[config.mk]
export PLATFORM = sky130hd
export DESIGN_NAME = endec_scheduler
export DESIGN_NICKNAME = d
export VERILOG_FILES = /design/src/rtl/endec_scheduler_pkg.sv /design/src/rtl/endec_scheduler_rr_arbiter2.sv /design/src/rtl/endec_scheduler.sv
export SDC_FILE = /design/constraint.sdc
export NUM_CORES = 1
export LEC_CHECK = 0
export CAP_MARGIN = 20
export CORE_ASPECT_RATIO = 1.5
export CORE_MARGIN = 2
export CORE_UTILIZATION = 49
export DETAILED_ROUTE_END_ITERATION = 10
export PLACE_DENSITY = 0.8
export SETUP_SLACK_MARGIN = 0.15
export SLEW_MARGIN = 20
export SYNTH_ARGS = -nofsm -noshare
export SYNTH_HDL_FRONTEND = slang
export SYNTH_SLANG_ARGS = --single-unit
[constraint.sdc]
create_clock -name clk -period 2.1 [get_ports clk]
set_input_delay 0.21 -clock clk [delete_from_list [all_inputs] [get_ports clk]]
set_output_delay 0.21 -clock clk [all_outputs]
set_load 0.005 [all_outputs]
[src/rtl/endec_scheduler_pkg.sv]
// Shared types and constants for the encoder/decoder job scheduler.
package endec_scheduler_pkg;

  typedef enum logic [1:0] {
    IDLE  = 2'd0,
    CLEAR = 2'd1,
    RUN   = 2'd2,
    DONE  = 2'd3
  } state_t;

  localparam logic MODE_ENC = 1'b0;
  localparam logic MODE_DEC = 1'b1;

  localparam int unsigned TIMEOUT_CYCLES_DEFAULT = 4096;

endpackage

[src/rtl/endec_scheduler_rr_arbiter2.sv]
// Two-way round-robin arbiter: one-hot grant, priority pointer moves on accept.
module rr_arbiter2 (
  input  logic       clk,
  input  logic       rst,
  input  logic [1:0] req,
  input  logic       accept,
  output logic [1:0] gnt
);

  logic prio;  // 0: requester 0 favoured on a tie, 1: requester 1 favoured

  always_comb begin
    // NOTE: default first so no path leaves gnt unassigned, which would infer a latch.
    gnt = req;
    if (req == 2'b11) gnt = prio ? 2'b10 : 2'b01;
  end

  always_ff @(posedge clk) begin
    if (rst) begin
      prio <= 1'b0;
    end else if (accept && (gnt != 2'b00)) begin
      prio <= gnt[0];
    end
  end

endmodule

[src/rtl/endec_scheduler.sv]
// Schedules encode/decode jobs from two requesters onto one shared core with a progress watchdog.
module endec_scheduler
  import endec_scheduler_pkg::*;
#(
  parameter int unsigned TIMEOUT_CYCLES = TIMEOUT_CYCLES_DEFAULT
) (
  input  logic        clk,
  input  logic        rst,
  input  logic [1:0]  i_req,
  input  logic [1:0]  i_req_mode,
  input  logic [1:0]  i_req_code_rate,
  input  logic [3:0]  i_req_constr_len,
  input  logic [15:0] i_req_len,
  output logic [1:0]  o_gnt,
  output logic [1:0]  o_done,
  output logic        o_err,
  output logic        o_busy,
  output logic        o_core_rst,
  output logic        o_core_en,
  output logic        o_core_mode_sel,
  output logic        o_core_code_rate,
  output logic [1:0]  o_core_constr_len,
  input  logic        i_core_enc_done,
  input  logic        i_core_dec_done
);

  localparam logic [15:0] WDOG_LAST = 16'(TIMEOUT_CYCLES - 1);

  state_t      state;
  logic [1:0]  arb_gnt;
  logic        sel;
  logic [7:0]  job_len;
  logic [7:0]  bit_cnt;
  logic [15:0] wdog;
  logic        enc_hit;
  logic        dec_hit;
  logic        enc_last;

  rr_arbiter2 u_arb (
    .clk    (clk),
    .rst    (rst),
    .req    (i_req),
    .accept (state == IDLE),
    .gnt    (arb_gnt)
  );

  assign sel      = arb_gnt[1];
  // Done pulses only count when they match the latched job mode.
  assign enc_hit  = i_core_enc_done && (o_core_mode_sel == MODE_ENC);
  assign dec_hit  = i_core_dec_done && (o_core_mode_sel == MODE_DEC);
  assign enc_last = enc_hit && ((bit_cnt + 8'd1) == job_len);

  always_ff @(posedge clk) begin
    if (rst) begin
      state             <= IDLE;
      o_gnt             <= 2'b00;
      o_done            <= 2'b00;
      o_err             <= 1'b0;
      o_busy            <= 1'b0;
      o_core_rst        <= 1'b0;
      o_core_en         <= 1'b0;
      o_core_mode_sel   <= 1'b0;
      o_core_code_rate  <= 1'b0;
      o_core_constr_len <= 2'b00;
      job_len           <= 8'd0;
      bit_cnt           <= 8'd0;
      wdog              <= 16'd0;
    end else begin
      // NOTE: non-blocking updates, so every branch below sees pre-edge values.
      o_done     <= 2'b00;
      o_err      <= 1'b0;
      o_core_rst <= 1'b0;
      unique case (state)
        IDLE: begin
          if (i_req != 2'b00) begin
            state             <= CLEAR;
            o_gnt             <= arb_gnt;
            o_busy            <= 1'b1;
            o_core_rst        <= 1'b1;
            o_core_mode_sel   <= i_req_mode[sel];
            o_core_code_rate  <= i_req_code_rate[sel];
            o_core_constr_len <= i_req_constr_len[{sel, 1'b0} +: 2];
            job_len           <= i_req_len[{sel, 3'b000} +: 8];
          end
        end
        CLEAR: begin
          bit_cnt <= 8'd0;
          wdog    <= 16'd0;
          if ((o_core_mode_sel == MODE_ENC) && (job_len == 8'd0)) begin
            state  <= DONE;
            o_done <= o_gnt;
          end else begin
            state     <= RUN;
            o_core_en <= 1'b1;
          end
        end
        RUN: begin
          // Completion is tested before the watchdog so a coincident finish is not an error.
          if (enc_last || dec_hit) begin
            state     <= DONE;
            o_done    <= o_gnt;
            o_core_en <= 1'b0;
          end else if (enc_hit) begin
            bit_cnt <= bit_cnt + 8'd1;
            wdog    <= 16'd0;
          end else if (wdog == WDOG_LAST) begin
            state     <= DONE;
            o_done    <= o_gnt;
            o_err     <= 1'b1;
            o_core_en <= 1'b0;
          end else begin
            wdog <= wdog + 16'd1;
          end
        end
        DONE: begin
          state  <= IDLE;
          o_gnt  <= 2'b00;
          o_busy <= 1'b0;
        end
      endcase
    end
  end

endmodule

==> impl_metrics.csv <==
group,metric,value,unit
run_status,status,"complete, but fails checks",
run_status,violations,"negative setup slack",
power,power.density,934,mW/mm^2
cts,htree_levels,2,
global_routing,grt-ovfl-total,0,
finish,layout-drive-gt1-share,0.295,
global_routing,grt_pass1_wl,13200,um
cts,cts_root_buf,"clkbuf_8",
floorplan,rows,33,
cts,cts_tree,"built",
timing,timing.final.ws_setup,-0.0744,ns
floorplan,coreArea,0.00545,mm^2
placement,hpwl,5210,um
critical_path,arrival,2.37,ns
timing,finalCritPeriodShare,1.04,
finish,antennaDiodeCount,0,
critical_path,required,2.30,ns
power,p_total,3.76,mW
critical_path,critical_path_class,"reg2reg",
min_path,hold_depth,2,
placement,dp.cells,476,
min_path,min_delay_worst_endpoint,"o_busy",
drt,wl_per_cell,16.6,um
floorplan,io_pins,42,
global_routing,grt_use_total,0.267,
timing,finalSetupTns,-0.0744,ns
synth,synth_top_family_by_area,"simple AND/OR/NAND/NOR gates",
synth,post_synth_mux_area_share,0.0525,
power,peakVddDrop,0.917,mV
power,seqPwrFrac,0.314,
critical_path,regToRegEndpoint,"state[1]",
critical_path,reg2reg_from,"wdog[13]",
synth,synth_cells,346,
drt,route.final.wire_length,8320,um
synth,synth_fp_nets,382,
synth,synth-edff-count,0,
synth,synth_seq_area_share,0.340,
floorplan,start_util,0.507,
critical_path,worstPathMaxFanout,2,
synth,syn-mean-instance-area,7.99,um^2
cts,cts_sinks,47,
power,p_int,2.23,mW
synth,ys_types,56,
drt,drt_iter0_markers,217,
power,leakage,1.52,nW
synth,ys_seq_elements,47,
placement,gp_routability_congestion,0.919,
critical_path,cp-startpoint,"wdog[13]",
timing,setup_viol,1,
min_path,min-delay-start,"o_busy",
timing,maxSlewViolCount,0,
critical_path,reg2regPathDepth,6,
power,p_clk_frac,0.151,
synth,synth_fa_ha_area_frac,0.0272,
critical_path,reg2reg_setup_slack,-0.07,ns
synth,synth_compound_gate_area_share,0.246,
critical_path,start_kind,"flip-flop",
synth,synth_flop_cell,"dfxtp_1",
synth,synthXorXnorAreaFrac,0.0317,
finish,fin_cells,501,
drt,drc,0,
power,combPwrFrac,0.536,
global_routing,grt_antenna_before_repair,0,
timing,fin_crit,2.17,ns
drt,antenna_left,0,
finish,finalNetCount,467,
synth,synth_area,0.00276,mm^2
timing,max_freq,460,MHz
drt,num_vias,3041,
drt,vias_per_cell,6.07,
finish,fin_area,0.00402,mm^2
finish,fill_cells,395,
floorplan,dieArea,0.00627,mm^2
floorplan,die_h,96.0,um
finish,syn_to_final_growth,45.6,%
drt,firstDrtPassIters,5,
timing,finClkSkew,0.00793,ns
timing,worstMarginPinSlew,0.405,ns
critical_path,setup.worst_path.end_class,"flip-flop",
global_routing,grt_pass1_vias,3058,
placement,numPortBuffers,41,
power,p_sw_frac,0.406,
synth,async_reset_ff_frac,0,
cts,insertion_delay,0.31,ns
finish,final_util,0.738,
cts,cts_inserted_buffers,5,
timing,hold_violations,0,
flow_run,drv_cap,0,
cts,clkTransAtPathRegs,0.09,ns
synth,yosys.area_share.simple,0.254,
global_routing,grt_start_max_net_pins,30,
synth,ys_warn_count,0,
timing,relSlewSlack,0.728,
floorplan,die_x,65.3,um
placement,placed_area,0.00349,mm^2
min_path,min_path_type,"reg2reg",
timing,rsz0062_at_grt,"true",
power,switchingPower,1.53,mW
cts,clk_path_buf_depth,2,
-- placed cells by master, fill, tap and decap left out, drive strengths merged, types with 2 or more instances in the layout --
cell / count
a32oi: 2
o21ai: 19
nor3: 6
a21o: 3
and2: 4
mux2i: 13
inv: 9
a21oi: 15
xor2: 6
a211oi: 15
ha: 6
o31ai: 2
and4: 2
or3: 4
clkdlybuf4s50: 41
nand4: 5
buf: 55
o211ai: 8
xnor2: 4
a31oi: 19
nand3: 13
nor2: 34
a311oi: 4
clkbuf: 7
nor2b: 3
dfxtp: 47
or4: 5
and3: 5
nand2: 48
o21a: 2
nand3b: 2
nor4: 4
-- synth_stat cells (all sizes together) (2+ instances only) --
cell / instances / area, um^2
nand2: 48 / 180
dfxtp: 47 / 941
nor2: 34 / 128
a31oi: 19 / 119
o21ai: 19 / 95.1
a211oi: 15 / 113
a21oi: 15 / 75.1
mux2i: 13 / 130
nand3: 13 / 70.1
clkbuf: 10 / 37.5
buf: 9 / 60.1
inv: 9 / 33.8
o211ai: 8 / 60.1
ha: 6 / 75.1
nor3: 6 / 30.0
xor2: 6 / 52.6
and3: 5 / 31.3
nand4: 5 / 31.3
or4: 5 / 45.0
a311oi: 4 / 35.0
and2: 4 / 25.0
nor4: 4 / 31.3
or3: 4 / 25.0
xnor2: 4 / 35.0
a21o: 3 / 22.5
nor2b: 3 / 18.8
a32oi: 2 / 17.5
and4: 2 / 17.5
nand3b: 2 / 15.0
o21a: 2 / 15.0
o31ai: 2 / 20.0
-- worst max-delay path, cell delays in order (launching register included) --
cell     delay, ns
dfxtp_4       0.35
or4_4         0.53
nor4b_4       0.28
a21oi_1       0.15
o21a_1        0.22
a22o_1        0.22
mux2_4        0.31
-- what timing repair did --
action | 4_1_cts | 5_1_grt
buffers inserted | 13 | 4
hold buffers | 0 | 0
gates resized for setup | 29 | 39
pin swaps | 18 | 9
endpoints found under the setup margin | 25 | 29
cloned | 1 | 0
-- how the worst max path moves through the flow --
stage                  to  cells past startpoint
6_report         state[1]                      6
5_1_grt          state[1]                      6
4_1_cts          state[1]                      6
3_5_place_dp   bit_cnt[6]                      8
3_3_place_gp      wdog[7]                      8
2_1_floorplan     wdog[2]                      9
-- metrics by stage --
stage	hold WS (ns)	setup WS, ns
finish	0.467	-0.0744
global route	0.504	-0.144
CTS	0.470	0.0791
detailed placement	0.460	-0.0144
global placement	0.446	0.0166
floorplan	0.329	0.127
-- cell families (layout without fill, tap and decap cells) --
family | Yosys count | after routing
and+or+nand+nor | 141 | 141
AOI/OAI and AO/OA | 100 | 100
DFF | 47 | 47
buffers and inverters | 28 | 113
muxes | 14 | 14
xor gates and xnor gates | 10 | 10
adders and majority gates | 6 | 6
-- state kept, by name (all words and copies together), names as in the netlist, 2 cells and up --
signal,flops
state,2
job_len,8
o_done,2
bit_cnt,8
o_core_constr_len,2
o_gnt,2
wdog,16
-- layout make-up --
class	count	area [um^2]	share of cell area
clock inverters	1	5.00	0.00124
multi-input cells	271	1960	0.488
clock buffers	6	82.6	0.0205
repair buffers	97	885	0.220
well taps	70	87.6	0.0218
inverters	9	33.8	0.00840
flip-flops and latches	47	967	0.240
-- power by group through the flow --
| stage | Sequential [mW] | Clock [mW] | Combinational, mW |
|---|---|---|---|
| finish | 1.18 | 0.566 | 2.01 |
| global placement | 1.18 | 0 | 1.72 |
| global route | 1.20 | 0.616 | 2.19 |
| CTS | 1.17 | 0.569 | 1.87 |
| detailed placement | 1.19 | 0 | 1.75 |
| floorplan | 1.17 | 0 | 1.06 |
-- layer usage --
layer,vias up,GRT usage,part of all wire
li1,1451,-,-
met1,1423,0.259,0.36
met2,129,0.503,0.54
met3,38,0.0561,0.054
met4,0,0.172,0.045
met5,-,0,0
Note: power is estimated with default switching activity, not from simulation.
